[config.mk]
export PLATFORM = sky130hd
export DESIGN_NAME = serial_shift_ctrl
export DESIGN_NICKNAME = d
export VERILOG_FILES = /design/src/rtl/serial_shift_ctrl.sv
export SDC_FILE = /design/constraint.sdc
export NUM_CORES = 1
export LEC_CHECK = 0
export CAP_MARGIN = 30
export CORE_ASPECT_RATIO = 0.9
export CORE_UTILIZATION = 52
export DETAILED_ROUTE_END_ITERATION = 16
export PLACE_DENSITY = 0.84
export SYNTH_ARGS = -nofsm -noshare
export SYNTH_HDL_FRONTEND = slang
export SYNTH_SLANG_ARGS = --single-unit
export TNS_END_PERCENT = 10
[constraint.sdc]
create_clock -name clk_i -period 2.1 [get_ports clk_i]
set_clock_uncertainty 0.2 [all_clocks]
set_input_delay 0.42 -clock clk_i [delete_from_list [all_inputs] [get_ports clk_i]]
set_output_delay 0.42 -clock clk_i [all_outputs]
set_load 0.005 [all_outputs]
[src/rtl/serial_shift_ctrl.sv]
// serial_shift_ctrl: multi-cycle sequencer for RV32 SLL/SRL/SRA using an iterated shift datapath
// Ports: clk_i clock; rst_ni sync active-low reset; start_i/op_i/a_i/shamt_i request (op 00 SLL, 01 SRL, 10 SRA, 11 SLL);
// flush_i abort; ready_o can accept; busy_o op in flight (stall EX); done_o result valid; result_o held until next done.
// Optional macro SERIAL_SHIFT_FAST4_EN: shift 4 positions per cycle while at least 4 remain.
module serial_shift_ctrl #(
  parameter int N = 32,
  parameter int SHW = 5
) (
  input  logic           clk_i,
  input  logic           rst_ni,
  input  logic           start_i,
  input  logic [1:0]     op_i,
  input  logic [N-1:0]   a_i,
  input  logic [SHW-1:0] shamt_i,
  input  logic           flush_i,
  output logic           ready_o,
  output logic           busy_o,
  output logic           done_o,
  output logic [N-1:0]   result_o
);
  typedef enum logic [1:0] {IDLE, SHIFT, DONE} state_t;
  state_t         state_q;
  logic [N-1:0]   data_q, data_d, sra_d, result_q;
  logic [SHW-1:0] count_q, count_d;
  logic [1:0]     op_q;
  logic [2:0]     amt;
`ifdef SERIAL_SHIFT_FAST4_EN
  assign amt = (count_q >= SHW'(4)) ? 3'd4 : 3'd1;
`else
  assign amt = 3'd1;
`endif
  assign sra_d   = $unsigned($signed(data_q) >>> amt);
  assign data_d  = op_q == 2'b01 ? data_q >> amt : op_q == 2'b10 ? sra_d : data_q << amt;
  assign count_d = count_q - SHW'(amt);
  assign ready_o  = state_q != SHIFT;
  assign busy_o   = state_q == SHIFT;
  assign done_o   = state_q == DONE;
  assign result_o = result_q;
  always_ff @(posedge clk_i) begin
    if (!rst_ni) begin
      state_q  <= IDLE;
      data_q   <= '0;
      count_q  <= '0;
      op_q     <= '0;
      result_q <= '0;
    end else if (flush_i) begin
      state_q <= IDLE;
    end else if (state_q != SHIFT && start_i) begin
      data_q  <= a_i;
      count_q <= shamt_i;
      op_q    <= op_i;
      state_q <= shamt_i == '0 ? DONE : SHIFT;
      if (shamt_i == '0) result_q <= a_i;
    end else if (state_q == SHIFT) begin
      data_q  <= data_d;
      count_q <= count_d;
      if (count_d == '0) begin
        state_q  <= DONE;
        result_q <= data_d;
      end
    end else begin
      state_q <= IDLE;
    end
  end
endmodule

Word level (Yosys, flattened, before mapping) --
Cells that the tools add are included.
Word-level totals: bits of input ports 43, logic and storage cells 38, flip-flop bits (word level) 73, output and inout bits 35
Cells by class: bitwise gates (word level) 2, $add $sub $neg 1, reductions and logical operators 9, equality and inequality tests 7, multiplexer cells 14
Operators by type and width (number):
- 32-bit two-way mux | 8
- 5-bit logical NOT | 2
- 5-bit two-way mux | 2
- 2-bit two-way mux | 4
- 5-bit by 1-bit subtractor with 5-bit output (second input constant) | 1
- 2-bit by 1-bit == test with 1-bit output (second input constant) | 2
- 2-bit == test (second input constant) | 2
- 2-bit by 1-bit inequality test with 1-bit output (second input constant) | 2
- 2-bit AND reduction | 2
- 4-bit AND reduction | 1
- 2-bit nonzero test | 2
- 3-bit by 1-bit inequality test with 1-bit output (second input constant) | 1
- 1-bit NOT | 2
- 2-bit OR reduction | 1
- 1-bit logical AND | 1

Depth between registers and ports, before layout --
Gate-level depths: netlist of the first run.
depth after elaboration 6, mapped depth 8

Worst setup path after synthesis of the first run --
OpenSTA, ideal clock, no wires.
path kind input-to-reg, from input port shamt_i[2], to register result_q[10] (netlist: result_o[10]), setup time 0.123 ns, path slack 0.216 ns, data arrival time 1.561 ns, stages on the path 5, data required time 1.777 ns, cell sequence or4_1 o211ai_2 o211ai_4 buf_6 mux2i_1
Between the ends: word-level cells in the longest chain between the ends 3
RTL lines:
- from (decl) | RTL line 14 | input logic [SHW-1:0] shamt_i,
- 5-bit logical NOT | RTL line 53 | if (shamt_i == '0) result_q <= a_i;
- 2-bit by 1-bit inequality test with 1-bit output (no line)
- 4-bit AND reduction (no line)
- to (signal assigned) | RTL line 53
- to (signal assigned) | RTL line 59 | result_q <= data_d;
- to (decl) | RTL line 23 | logic [N-1:0] data_q, data_d, sra_d, result_q;
Every way passes these cells. A chain may end at the register's enable or synchronous reset.

Worst setup path after layout of the first run --
from input port shamt_i[2], to register result_q[25] (netlist: result_o[25])
The elaborated chain is that of the path after synthesis.

==> results of run 1 <==
-- worst min-delay path, stage by stage --
cell	delay, ns
dlymetal6s2s_1	0.13
nand3_1	0.08
a21boi_0	0.08
-- registers in the layout (all words and copies together), names as in the netlist --
name / flops
count_q: 5
data_q: 32
state_q: 2
result_o: 32
op_q: 2
-- per-stage QoR --
stage / util / cell area (um^2) / setup WS (ns) / hold WS, ns
floorplan: - / 3920 / 0.2161 / 0.2421
global placement: 0.6796 / 4882 / -0.2709 / 0.2456
detailed placement: 0.6796 / 4882 / -0.2963 / 0.2542
CTS: 0.7093 / 5096 / -0.04230 / 0.2640
global route: 0.7328 / 5265 / 0.008026 / 0.2161
finish: 0.7328 / 5265 / 0.04142 / 0.1999
-- cells in the final DEF, fill, tap and decap left out, types with 3 or more instances in the layout --
master / Yosys / layout
a21boi_0: 20 / 20
a21boi_1: 14 / 14
a21oi_1: 3 / 3
and3_1: 6 / 5
buf_12: 0 / 8
buf_4: 0 / 18
clkbuf_16: 0 / 3
clkbuf_8: 0 / 10
clkdlybuf4s50_1: 0 / 72
dfxtp_1: 73 / 71
dlymetal6s2s_1: 0 / 3
inv_1: 4 / 3
mux2_2: 31 / 31
mux2i_1: 34 / 34
nand2_1: 66 / 66
nor2_1: 6 / 6
nor2b_1: 3 / 3
nor3_1: 5 / 5
o211ai_1: 63 / 63
o21ai_0: 7 / 7
or3_1: 31 / 31
-- logic make-up (layout without fill, tap and decap cells) --
group           after synthesis  count (layout)
simple gates                127             127
compound gates              119             119
fa+ha+maj                     2               2
buf+inv                      46             127
mux                          65              65
flops                        73              73
xor+xnor                      1               1
-- per-layer routing --
layer,share of wire,global-route usage
met5,0,0
met3,0.051,0.04620
met2,0.51,0.4118
met4,0.013,0.09930
met1,0.43,0.3200
-- what timing repair did --
item | 4_1_cts | 5_1_grt
hold buffers | 0 | 0
setup endpoints to repair | 25 | 33
pin swaps | 0 | 4
resized for setup | 3 | 11
cloned | 0 | 4
buffers inserted | 0 | 5
-- cell usage after synthesis, drive strengths merged (2+ instances only) --
library cell	n
a21oi	4
nor3	5
nor2	7
nand2	66
and3	6
mux2	31
o21ai	7
clkbuf	22
nor2b	3
inv	4
mux2i	34
or3	31
nor3b	2
a21boi	34
dfxtp	73
nand3	2
ha	2
o211ai	65
buf	20
-- cell type report --
type,instances,area (um^2)
clock buffer,12,145.1
clock inverter,3,65.06
fill,521,1919
inverter,4,15.01
multi-input combinational,314,2292
sequential,73,1466
tap,93,116.4
timing repair buffer,108,1165
-- power by group --
group | internal [W] | switching, W | leakage, nW
registers | 0.00144 | 0.0000502 | 0.595
clock network | 0.000695 | 0.000521 | 0.106
logic | 0.000341 | 0.000298 | 1.41
total | 0.00248 | 0.000869 | 2.11
-- worst max path at each step --
| stage | endpoint | cells after the start | start |
|---|---|---|---|
| finish | result_o[25]$_SDFFE_PN0P_ | 7 | shamt_i[2] |
| CTS | busy_o | 3 | state_q[1]$_SDFFE_PP0P_ |
| global route | result_o[2]$_SDFFE_PN0P_ | 8 | count_q[0]$_SDFFE_PN0P_ |
| global placement | result_o[17]$_SDFFE_PN0P_ | 6 | shamt_i[2] |
| floorplan | result_o[10]$_SDFFE_PN0P_ | 5 | shamt_i[2] |
| detailed placement | result_o[10]$_SDFFE_PN0P_ | 6 | shamt_i[1] |
==> results.json, run 1 <==
{
  "status": "complete, no violations",
  "critical_path.n_buffers_inverters": 3,
  "floorplan.initialDensity": 0.5456,
  "clkTransAtPathRegs_ns": 0.07,
  "num_io_pins": 78,
  "drt-total-wl_um": 10320,
  "placedCellCount": 583,
  "cts_buffer_depth": 2,
  "clock-sinks": 73,
  "worst_path_max_delay_cell": "clkdlybuf4s50_1",
  "synth_area_leader_cell": "dfxtp_1",
  "syn_area_um2": 3920,
  "ys_async_sr_fraction": 0,
  "drc": 0,
  "dr.first_iter.drc_count": 161,
  "die_area_um2": 7890,
  "crit_path_max_incr_delay_ns": 0.44,
  "finalSetupViolations": 0,
  "insertedDiodeCount": 0,
  "cts_buffers": 9,
  "yosys.area_share.xor_xnor": 0.002234,
  "final_cells": 607,
  "vias": 3591,
  "power_density_nw_per_um2": 636.2,
  "crit_type": "in2reg",
  "synth_fa_ha_area_frac": 0.006384,
  "synth_ff_type": "dfxtp_1",
  "first_pass_iters": 4,
  "hold_violations": 0,
  "cts_root_buf": "clkbuf_8",
  "drt-vias-per-instance": 5.916,
  "coreArea_um2": 7184,
  "yosysWarnings": 0,
  "clock.fmax_ghz": 0.4858,
  "tightestPinTransition_ns": 0.3780,
  "critPathCaptureType": "flip-flop",
  "overflow": 0,
  "hpwl_um": 6340,
  "drv_slew": 0,
  "yosys.cell_types.count": 41,
  "ys_seq_area_frac": 0.3728,
  "die-height_um": 84.37,
  "grt_pass1_wl_um": 15750,
  "drive_gt1_frac": 0.1770,
  "place_congestion": 0.7918,
  "avgSynthCellArea_um2": 9.053,
  "synthMuxAreaShare": 0.1759,
  "routedWlPerCell_um": 17.00,
  "leakagePower_nw": 2.109,
  "ff2ff_setup_slack_ns": 0.07,
  "hp-start": "shamt_i[0]",
  "grt_pass1_vias": 3431,
  "slew_headroom": 0.7480,
  "yosys.area_share.simple": 0.1590,
  "yosys.area.top_type_share": 0.3728,
  "clk-insertion-delay-late_ns": 0.35,
  "cp.arrival_ns": 2.09,
  "synth_top_family_by_area": "compound AO/OA/AOI/OAI gates",
  "rsz0062_at_grt": "false",
  "tns_ns": 0,
  "fp.dieW_um": 93.52,
  "synth_nets": 478,
  "reg2reg_from": "count_q[0]$_SDFFE_PN0P_",
  "ys_seq_elements": 73,
  "num_rows": 29,
  "port_buffers": 77,
  "yosys-top-cells-area": "dfxtp_1 37%, o211ai_1 12%, mux2_2 8.9%",
  "grt_max_degree": 106,
  "antenna_left": 0,
  "timing.final.crit_share": 0.9803,
  "period_needed_ns": 2.059,
  "hold_path_class": "in2reg",
  "synth-edff-count": 0,
  "grtUsageTotal": 0.2490,
  "antenna_found_initial": 0,
  "startpoint_type": "input port",
  "syn-instance-count": 433,
  "final_nets": 555,
  "rr_worst_depth": 8,
  "drv_cap": 0,
  "timing.rr.end": "result_o[25]$_SDFFE_PN0P_",
  "hold_path_depth": 3,
  "crit_chain": "clkdlybuf4s50_1, or4_4, o211ai_2, o211ai_4, buf_12, clkbuf_16, mux2i_1",
  "syn2layout_area_growth_pct": 34.31,
  "synth-compound-area-share": 0.2292,
  "worst_ep_required_time_ns": 2.14,
  "ir_drop_v": 0.0003768,
  "worst_hold_path.endpoint": "count_q[0]$_SDFFE_PN0P_",
  "cts.htree.levels": 3,
  "finalPower_w": 0.003350,
  "crit_fanout": 6,
  "cts_tree": "done",
  "crit_family": "buffers and inverters"
}
Power figures use the tool's default switching activity.
==> run 2: changes to the inputs <==
Settings changed: GPL_ROUTABILITY_DRIVEN from default to 0.
==> results of run 2 <==
The final DEF is identical to that of run 1; final timing and power are the same.
